$ cat config.mk
export PLATFORM = sky130hd
export DESIGN_NAME = reorder_buffer_n
export DESIGN_NICKNAME = d
export VERILOG_FILES = /design/src/rtl/reorder_buffer_n_pkg.sv /design/src/rtl/rob_wb_merge.sv /design/src/rtl/reorder_buffer_n.sv
export SDC_FILE = /design/constraint.sdc
export NUM_CORES = 2
export LEC_CHECK = 0
export CAP_MARGIN = 20
export CORE_ASPECT_RATIO = 1.5
export CORE_MARGIN = 1.5
export CORE_UTILIZATION = 60
export CTS_CLUSTER_SIZE = 8
export DETAILED_ROUTE_END_ITERATION = 12
export PLACE_DENSITY_LB_ADDON = 0.1
export SKIP_CTS_REPAIR_TIMING = 1
export SYNTH_ARGS = -nofsm -noshare
export SYNTH_HDL_FRONTEND = slang
export SYNTH_SLANG_ARGS = --single-unit
$ cat constraint.sdc
create_clock -name clk_in -period 48.7 [get_ports clk_in]
set_clock_uncertainty 0.1 [all_clocks]
set_input_delay 7.305 -clock clk_in [delete_from_list [all_inputs] [get_ports clk_in]]
set_output_delay 7.305 -clock clk_in [all_outputs]
set_load 0.02 [all_outputs]
$ cat src/rtl/reorder_buffer_n_pkg.sv
// Shared definitions for the reorder buffer: default sizing and the per-entry field layout.
// ROB_HEAD_BYPASS_EN (see reorder_buffer_n.sv) selects the same-cycle head completion path.
package reorder_buffer_n_pkg;

  localparam int ROB_DEPTH_W_DEF = 4;
  localparam int NUM_WB_DEF      = 2;
  localparam int XLEN_DEF        = 32;
  localparam int RD_W            = 5;

  // Control part of an entry; val and pc are held alongside, sized by XLEN.
  typedef struct packed {
    logic            busy;
    logic            done;
    logic [RD_W-1:0] rd_idx;
  } rob_meta_t;

  localparam rob_meta_t META_EMPTY = '{busy: 1'b0, done: 1'b0, rd_idx: 5'd0};

  function automatic rob_meta_t meta_alloc(input logic [RD_W-1:0] rd_idx);
    rob_meta_t m;
    m.busy   = 1'b1;
    m.done   = 1'b0;
    m.rd_idx = rd_idx;
    return m;
  endfunction

endpackage

$ cat src/rtl/rob_wb_merge.sv
// Writeback port merge: turns NUM_WB tagged results into one write enable and value per slot.
// When several ports carry the same tag, the lowest-numbered port supplies the value.
module rob_wb_merge #(
  parameter int DEPTH_W = 4,
  parameter int NUM_WB  = 2,
  parameter int XLEN    = 32,
  localparam int DEPTH  = 1 << DEPTH_W
) (
  input  logic [NUM_WB-1:0]          wb_valid,
  input  logic [NUM_WB*DEPTH_W-1:0]  wb_tag,
  input  logic [NUM_WB*XLEN-1:0]     wb_val,
  output logic [DEPTH-1:0]           slot_we,
  output logic [DEPTH-1:0][XLEN-1:0] slot_val
);

  // Per-slot priority select, first matching port in ascending order wins
  always_comb begin
    slot_we  = '0;
    slot_val = '0;
    for (int s = 0; s < DEPTH; s++) begin
      for (int p = 0; p < NUM_WB; p++) begin
        slot_val[s] = (wb_valid[p] && (wb_tag[p*DEPTH_W +: DEPTH_W] == DEPTH_W'(s)) && !slot_we[s])
                      ? wb_val[p*XLEN +: XLEN] : slot_val[s];
        slot_we[s]  = slot_we[s] | (wb_valid[p] && (wb_tag[p*DEPTH_W +: DEPTH_W] == DEPTH_W'(s)));
      end
    end
  end

endmodule

$ cat src/rtl/reorder_buffer_n.sv
// Circular reorder buffer: in-order dispatch, tag-indexed out-of-order writeback, in-order commit.
// Define ROB_HEAD_BYPASS_EN to let a writeback to the head entry commit in the same cycle.
module reorder_buffer_n
  import reorder_buffer_n_pkg::*;
#(
  parameter int ROB_DEPTH_W = ROB_DEPTH_W_DEF,
  parameter int NUM_WB      = NUM_WB_DEF,
  parameter int XLEN        = XLEN_DEF,
  localparam int TAG_W      = ROB_DEPTH_W
) (
  input  logic                    clk_in,
  input  logic                    rst_in,
  input  logic                    rdy_in,
  input  logic                    push_valid,
  input  logic [RD_W-1:0]         push_rd_idx,
  input  logic [XLEN-1:0]         push_pc,
  output logic                    push_ready,
  output logic [TAG_W-1:0]        push_tag,
  input  logic [NUM_WB-1:0]       wb_valid,
  input  logic [NUM_WB*TAG_W-1:0] wb_tag,
  input  logic [NUM_WB*XLEN-1:0]  wb_val,
  input  logic                    flush,
  output logic                    commit_valid,
  input  logic                    commit_ready,
  output logic [TAG_W-1:0]        commit_tag,
  output logic [RD_W-1:0]         commit_rd_idx,
  output logic [XLEN-1:0]         commit_val,
  output logic [XLEN-1:0]         commit_pc,
  output logic [ROB_DEPTH_W:0]    rob_count
);

  localparam int DEPTH = 1 << ROB_DEPTH_W;
  localparam logic [ROB_DEPTH_W:0] FULL = {1'b1, {ROB_DEPTH_W{1'b0}}};

  rob_meta_t             meta  [DEPTH];
  logic [XLEN-1:0]       val_q [DEPTH];
  logic [XLEN-1:0]       pc_q  [DEPTH];
  logic [TAG_W-1:0]      head;
  logic [TAG_W-1:0]      tail;
  logic [DEPTH-1:0]      slot_we;
  logic [DEPTH-1:0][XLEN-1:0] slot_val;
  logic                  head_done;
  logic                  do_push;
  logic                  do_pop;

  rob_wb_merge #(
    .DEPTH_W (ROB_DEPTH_W),
    .NUM_WB  (NUM_WB),
    .XLEN    (XLEN)
  ) u_wb_merge (
    .wb_valid (wb_valid),
    .wb_tag   (wb_tag),
    .wb_val   (wb_val),
    .slot_we  (slot_we),
    .slot_val (slot_val)
  );

  // Head view, handshakes and push/pop decisions
  always_comb begin
    head_done  = meta[head].done;
    commit_val = val_q[head];
`ifdef ROB_HEAD_BYPASS_EN
    if (slot_we[head] && meta[head].busy && !meta[head].done) begin
      head_done  = 1'b1;
      commit_val = slot_val[head];
    end else begin
      head_done  = meta[head].done;
      commit_val = val_q[head];
    end
`endif
    commit_valid  = (rob_count != '0) && head_done;
    commit_tag    = head;
    commit_rd_idx = meta[head].rd_idx;
    commit_pc     = pc_q[head];
    push_ready    = rdy_in && (rob_count != FULL);
    push_tag      = tail;
    do_push       = push_valid && push_ready && !flush;
    do_pop        = commit_valid && commit_ready && rdy_in && !flush;
  end

  // Entry storage and pointers; later assignments (pop, then push) take precedence per slot
  always_ff @(posedge clk_in or posedge rst_in) begin
    if (rst_in) begin
      for (int i = 0; i < DEPTH; i++) begin
        meta[i]  <= META_EMPTY;
        val_q[i] <= '0;
        pc_q[i]  <= '0;
      end
      head      <= '0;
      tail      <= '0;
      rob_count <= '0;
    end else if (rdy_in) begin
      if (flush) begin
        for (int i = 0; i < DEPTH; i++) begin
          meta[i] <= META_EMPTY;
        end
        head      <= '0;
        tail      <= '0;
        rob_count <= '0;
      end else begin
        for (int i = 0; i < DEPTH; i++) begin
          if (slot_we[i] && meta[i].busy && !meta[i].done) begin
            meta[i].done <= 1'b1;
            val_q[i]     <= slot_val[i];
          end
        end
        if (do_pop) begin
          meta[head]  <= META_EMPTY;
          val_q[head] <= '0;
          pc_q[head]  <= '0;
          head        <= head + 1'b1;
        end
        if (do_push) begin
          meta[tail]  <= meta_alloc(push_rd_idx);
          val_q[tail] <= '0;
          pc_q[tail]  <= push_pc;
          tail        <= tail + 1'b1;
        end
        case ({do_push, do_pop})
          2'b10:   rob_count <= rob_count + 1'b1;
          2'b01:   rob_count <= rob_count - 1'b1;
          default: rob_count <= rob_count;
        endcase
      end
    end
  end

endmodule

==> impl.org <==
** Setup path
- Data required time at the worst endpoint :: between 40 and 50 ns
- Ordered cell list for the critical path :: buf_2 > inv_1 > buf_4 > a21oi_1 > clkdlybuf4s50_1
- Reg2reg start :: commit_tag[0]
- Worst setup path startpoint :: rdy_in
- Register-to-register path setup slack :: roughly 42 ns
- On the worst path, the slowest cell contributes a delay of 0.77 ns.
- At the worst endpoint, the arrival time is a little under 9 ns.
- Among cell families on the critical path, the largest total delay comes from buffers and inverters.
- Number of cells on the worst reg-to-reg path :: 11
- STA classifies the critical path startpoint as an input port.
- The worst setup path is captured at a primary output.
- Kind of critical path :: input port to primary output
- Largest driver fanout on the critical path :: 33
- CP max-delay cell :: sky130_fd_sc_hd__clkdlybuf4s50_1
- The most critical setup path has its endpoint at push_ready.
- The worst register-to-register path ends at val_q[39].
- Worst path buffer plus inverter count :: 4
- In this run the number of cells on the critical path is 5.

** Route
- Via-per-instance ratio :: 8.134
- Drt initial violations :: 6,551
- In the routed design, unresolved DRC markers number 0.
- After detailed routing, the total wire length is 201.6 mm.
- Number of nets with antenna violations after routing :: 0
- For this run, the detailed router's first-pass iteration total came to 8.
- Vias post-DR :: approximately 44k
- Dividing the detail-routed wire length by the instance count gives about 38 um.

** Logic synthesis
- The cell count after synthesis came out at between 4k and 5k.
- Synth Flop Type :: sky130_fd_sc_hd__dfrtp_1
- For this run, the number of Yosys warnings is 0.
- Netlist area before placement :: approximately 0.055 mm^2
- The number of nets handed over by synthesis was 4,401.
- Number of synthesized register bits :: 1,149
- After synthesis, the mean cell area works out to 12.87 um^2.
- In this run, distinct cell masters in the synthesized netlist total 60.
- Counting flops with a built-in enable in the synthesized netlist gives 0.
- Fraction of the yosys area taken by sequential cells :: between 50% and 60%
- Counting flops with an async set or reset pin after synthesis yields a share of 100.0%.

** Timing
- Setup repair after global routing left no endpoint under its margin.
- Part of the cycle the worst path needs :: between 30% and 40%
- The number of max-slew violations in the final report is 0.
- Time the final worst path needs with I/O delays and setup :: 16.22 ns
- Transition time at the pin with the least slew margin :: between 1 and 1.5 ns
- Least setup slack across all paths after layout :: approximately 32 ns
- Achievable clock frequency :: between 60 and 70 MHz
- Final count of negative-setup-slack endpoints :: 0
- Measured against its own limit, the worst slew margin works out to around 18%.
- The final hold violation count is 0.
- Post-route setup TNS :: 0 ns

** Cells and area
- Register Area :: around 0.029 mm^2
- Fraction of layout cells with a size suffix above 1 :: 18.70%
- The library cells used most frequently in the layout, excluding fill and tap cells, are sky130_fd_sc_hd__dfrtp_1 (1,145), sky130_fd_sc_hd__a22o_1 (581), sky130_fd_sc_hd__a22oi_1 (514).
- Multi-input logic area :: between 0.02 and 0.025 mm^2
- After filler insertion, the fill cell instance count of the layout stands at around 6.4k.
- P&R area growth vs syn :: 13.18%
- In the final design database the tool counted 4,293 nets.
- Final cell area excluding filler cells :: roughly 0.062 mm^2
- For this run, the number of standard cells in the final layout without fillers is 5,351.
- At the end of the flow the core is filled with cells to 68.77%.
- The library cell used most frequently in the layout, excluding fill and tap cells, is sky130_fd_sc_hd__dfrtp_1.

** CTS
- CTS Buffer Depth :: 3
- Clock tree synthesis found a total of between 1k and 1.5k sinks.
- Clk slew on worst S/H paths :: ~0.05 ns
- The tree is rooted in a sky130_fd_sc_hd__clkbuf_16.
- Number of buffers created by CTS :: 161
- Worst-skew pair later-pin latency :: around 0.78 ns
- TritonCTS built the clock tree.
- Total number of H-tree levels :: 4

** Die
- 201 I/O pins were placed.
- # rows :: roughly 140
- The floorplan step set the die width to approximately 250 um.
- The floorplan step set the die height to 373.9 um.
- The floorplan step defined a die boundary enclosing 0.09355 mm^2.
- For this configuration, the core starts out at a cell density of between 60% and 70%.
- The region available for standard cell placement spans 0.09054 mm^2.

** Min path
- HP Start :: val_q[169]
- In this run the worst hold path is classified as flip-flop to flip-flop.
- Worst hold path depth :: 2

** Place
- Post-placement cell area :: just under 0.06 mm^2
- The count of buffers added on input and output ports is 200.
- Inst Count DP :: 5,162
- Minimum setup slack after placement :: 32.56 ns
- The congestion estimate from routability-driven global placement came to 0.8615.
- The wire-length estimate of the detail-placed layout is 104.9 mm.

** Power and ir drop
- Across the VDD grid, the largest voltage drop is 0.03535 mV.
- P per Cell Area :: 39.02 mW/mm^2
- P_leak :: between 20 and 30 nW

** Global route
- After global routing the overflow that remains totals 0.
- Wire length of the first global-routing pass :: 299.6 mm
- Entering global routing, the biggest net connects 181 pins.
- Via count of the first global-routing pass :: 44.86k
- Total routing resource utilization after global routing :: 43.54%
- The initial antenna violation count was 12.

** Run
- Total of max-cap violations :: 0

** Run status
- The run finished with clean final reports.
per-layer routing:
layer  track usage, %  vias up  wire length (um)
met3            13.30      940             24130
met2            64.20     3611             91350
met4            29.63       12             15230
met5                0        -                76
li1                 -    16701                 -
met1            55.58    22260             70850
cell families (layout without fill, tap and decap cells):
logic type	Yosys count	after routing	synth area share, %
compound gates	1772	1772	25.70
xor+xnor	6	6	0.09554
fa+ha+maj	10	10	0.2274
buf+inv	620	527	4.383
flops	1149	1149	52.26
mux	356	356	14.33
other cells	0	6	0
simple gates	361	361	3.000
sequential cells by signal, indices dropped and copies added (netlist names):
register / cells
rob_count: 5
commit_tag: 4
pc_q: 512
meta: 112
push_tag: 4
val_q: 512
worst min-delay path: stages (launching register included):
cell	delay [ns]
sky130_fd_sc_hd__dfrtp_1	0.33
sky130_fd_sc_hd__nand2_1	0.05
sky130_fd_sc_hd__o21ai_0	0.06
per-stage QoR:
step,hold slack [ns],power (mW)
after global routing,0.3884,2.494
after global placement,0.3562,1.429
after CTS,0.3756,2.430
after detailed placement,0.3648,1.433
after floorplan,0.3433,1.304
final,0.3750,2.430
worst min path at each step:
stage | to | slack [ns]
floorplan | meta[13] | 0.34
global placement | val_q[170] | 0.36
detailed placement | val_q[184] | 0.36
CTS | val_q[184] | 0.38
global route | val_q[148] | 0.39
finish | val_q[169] | 0.37
Yosys cell counts (3+ instances only):
cell / number / area share, %
sky130_fd_sc_hd__mux2_2: 4 / 0.082
sky130_fd_sc_hd__ha_1: 10 / 0.23
sky130_fd_sc_hd__mux2i_1: 7 / 0.13
sky130_fd_sc_hd__nand2_1: 153 / 1.0
sky130_fd_sc_hd__nand3b_1: 3 / 0.041
sky130_fd_sc_hd__o31ai_1: 10 / 0.14
sky130_fd_sc_hd__inv_1: 17 / 0.12
sky130_fd_sc_hd__dfrtp_1: 1149 / 52
sky130_fd_sc_hd__xnor2_1: 3 / 0.048
sky130_fd_sc_hd__nand2b_1: 7 / 0.080
sky130_fd_sc_hd__o22ai_1: 4 / 0.045
sky130_fd_sc_hd__a211oi_2: 3 / 0.068
sky130_fd_sc_hd__o21a_1: 16 / 0.22
sky130_fd_sc_hd__nor2b_1: 11 / 0.13
sky130_fd_sc_hd__nor4_1: 5 / 0.057
sky130_fd_sc_hd__o2bb2ai_1: 393 / 6.3
sky130_fd_sc_hd__a32o_1: 12 / 0.22
sky130_fd_sc_hd__buf_2: 46 / 0.42
sky130_fd_sc_hd__buf_1: 106 / 0.72
sky130_fd_sc_hd__xor2_1: 3 / 0.048
sky130_fd_sc_hd__mux4_2: 345 / 14
sky130_fd_sc_hd__a31o_2: 10 / 0.16
sky130_fd_sc_hd__o21ai_2: 3 / 0.048
sky130_fd_sc_hd__clkbuf_1: 444 / 3.0
sky130_fd_sc_hd__and3_1: 32 / 0.36
sky130_fd_sc_hd__o21ai_0: 140 / 1.3
sky130_fd_sc_hd__a22oi_1: 514 / 7.0
sky130_fd_sc_hd__nand3_1: 25 / 0.23
sky130_fd_sc_hd__a21o_1: 6 / 0.082
sky130_fd_sc_hd__nor2_1: 75 / 0.51
sky130_fd_sc_hd__a22o_1: 581 / 9.2
sky130_fd_sc_hd__a31oi_1: 15 / 0.17
sky130_fd_sc_hd__o21ai_1: 35 / 0.32
sky130_fd_sc_hd__clkbuf_2: 3 / 0.027
sky130_fd_sc_hd__nor3_1: 34 / 0.31
sky130_fd_sc_hd__a21oi_1: 16 / 0.15
area by class of cell:
class	count	share of cell area, %
Tap cell	1164	2.339
Inverter	17	0.1145
Multi-Input combinational cell	2505	39.46
Clock inverter	11	0.2391
Timing Repair Buffer	332	4.973
Sequential cell	1149	46.20
Antenna cell	6	0.02411
Clock buffer	167	6.643
power by group:
group	total (mW)	switching (mW)	internal (mW)
sequential	1.03	0.0428	0.992
combinational	0.389	0.222	0.167
clock	1.01	0.412	0.594
(Power assumes the default switching activity.)
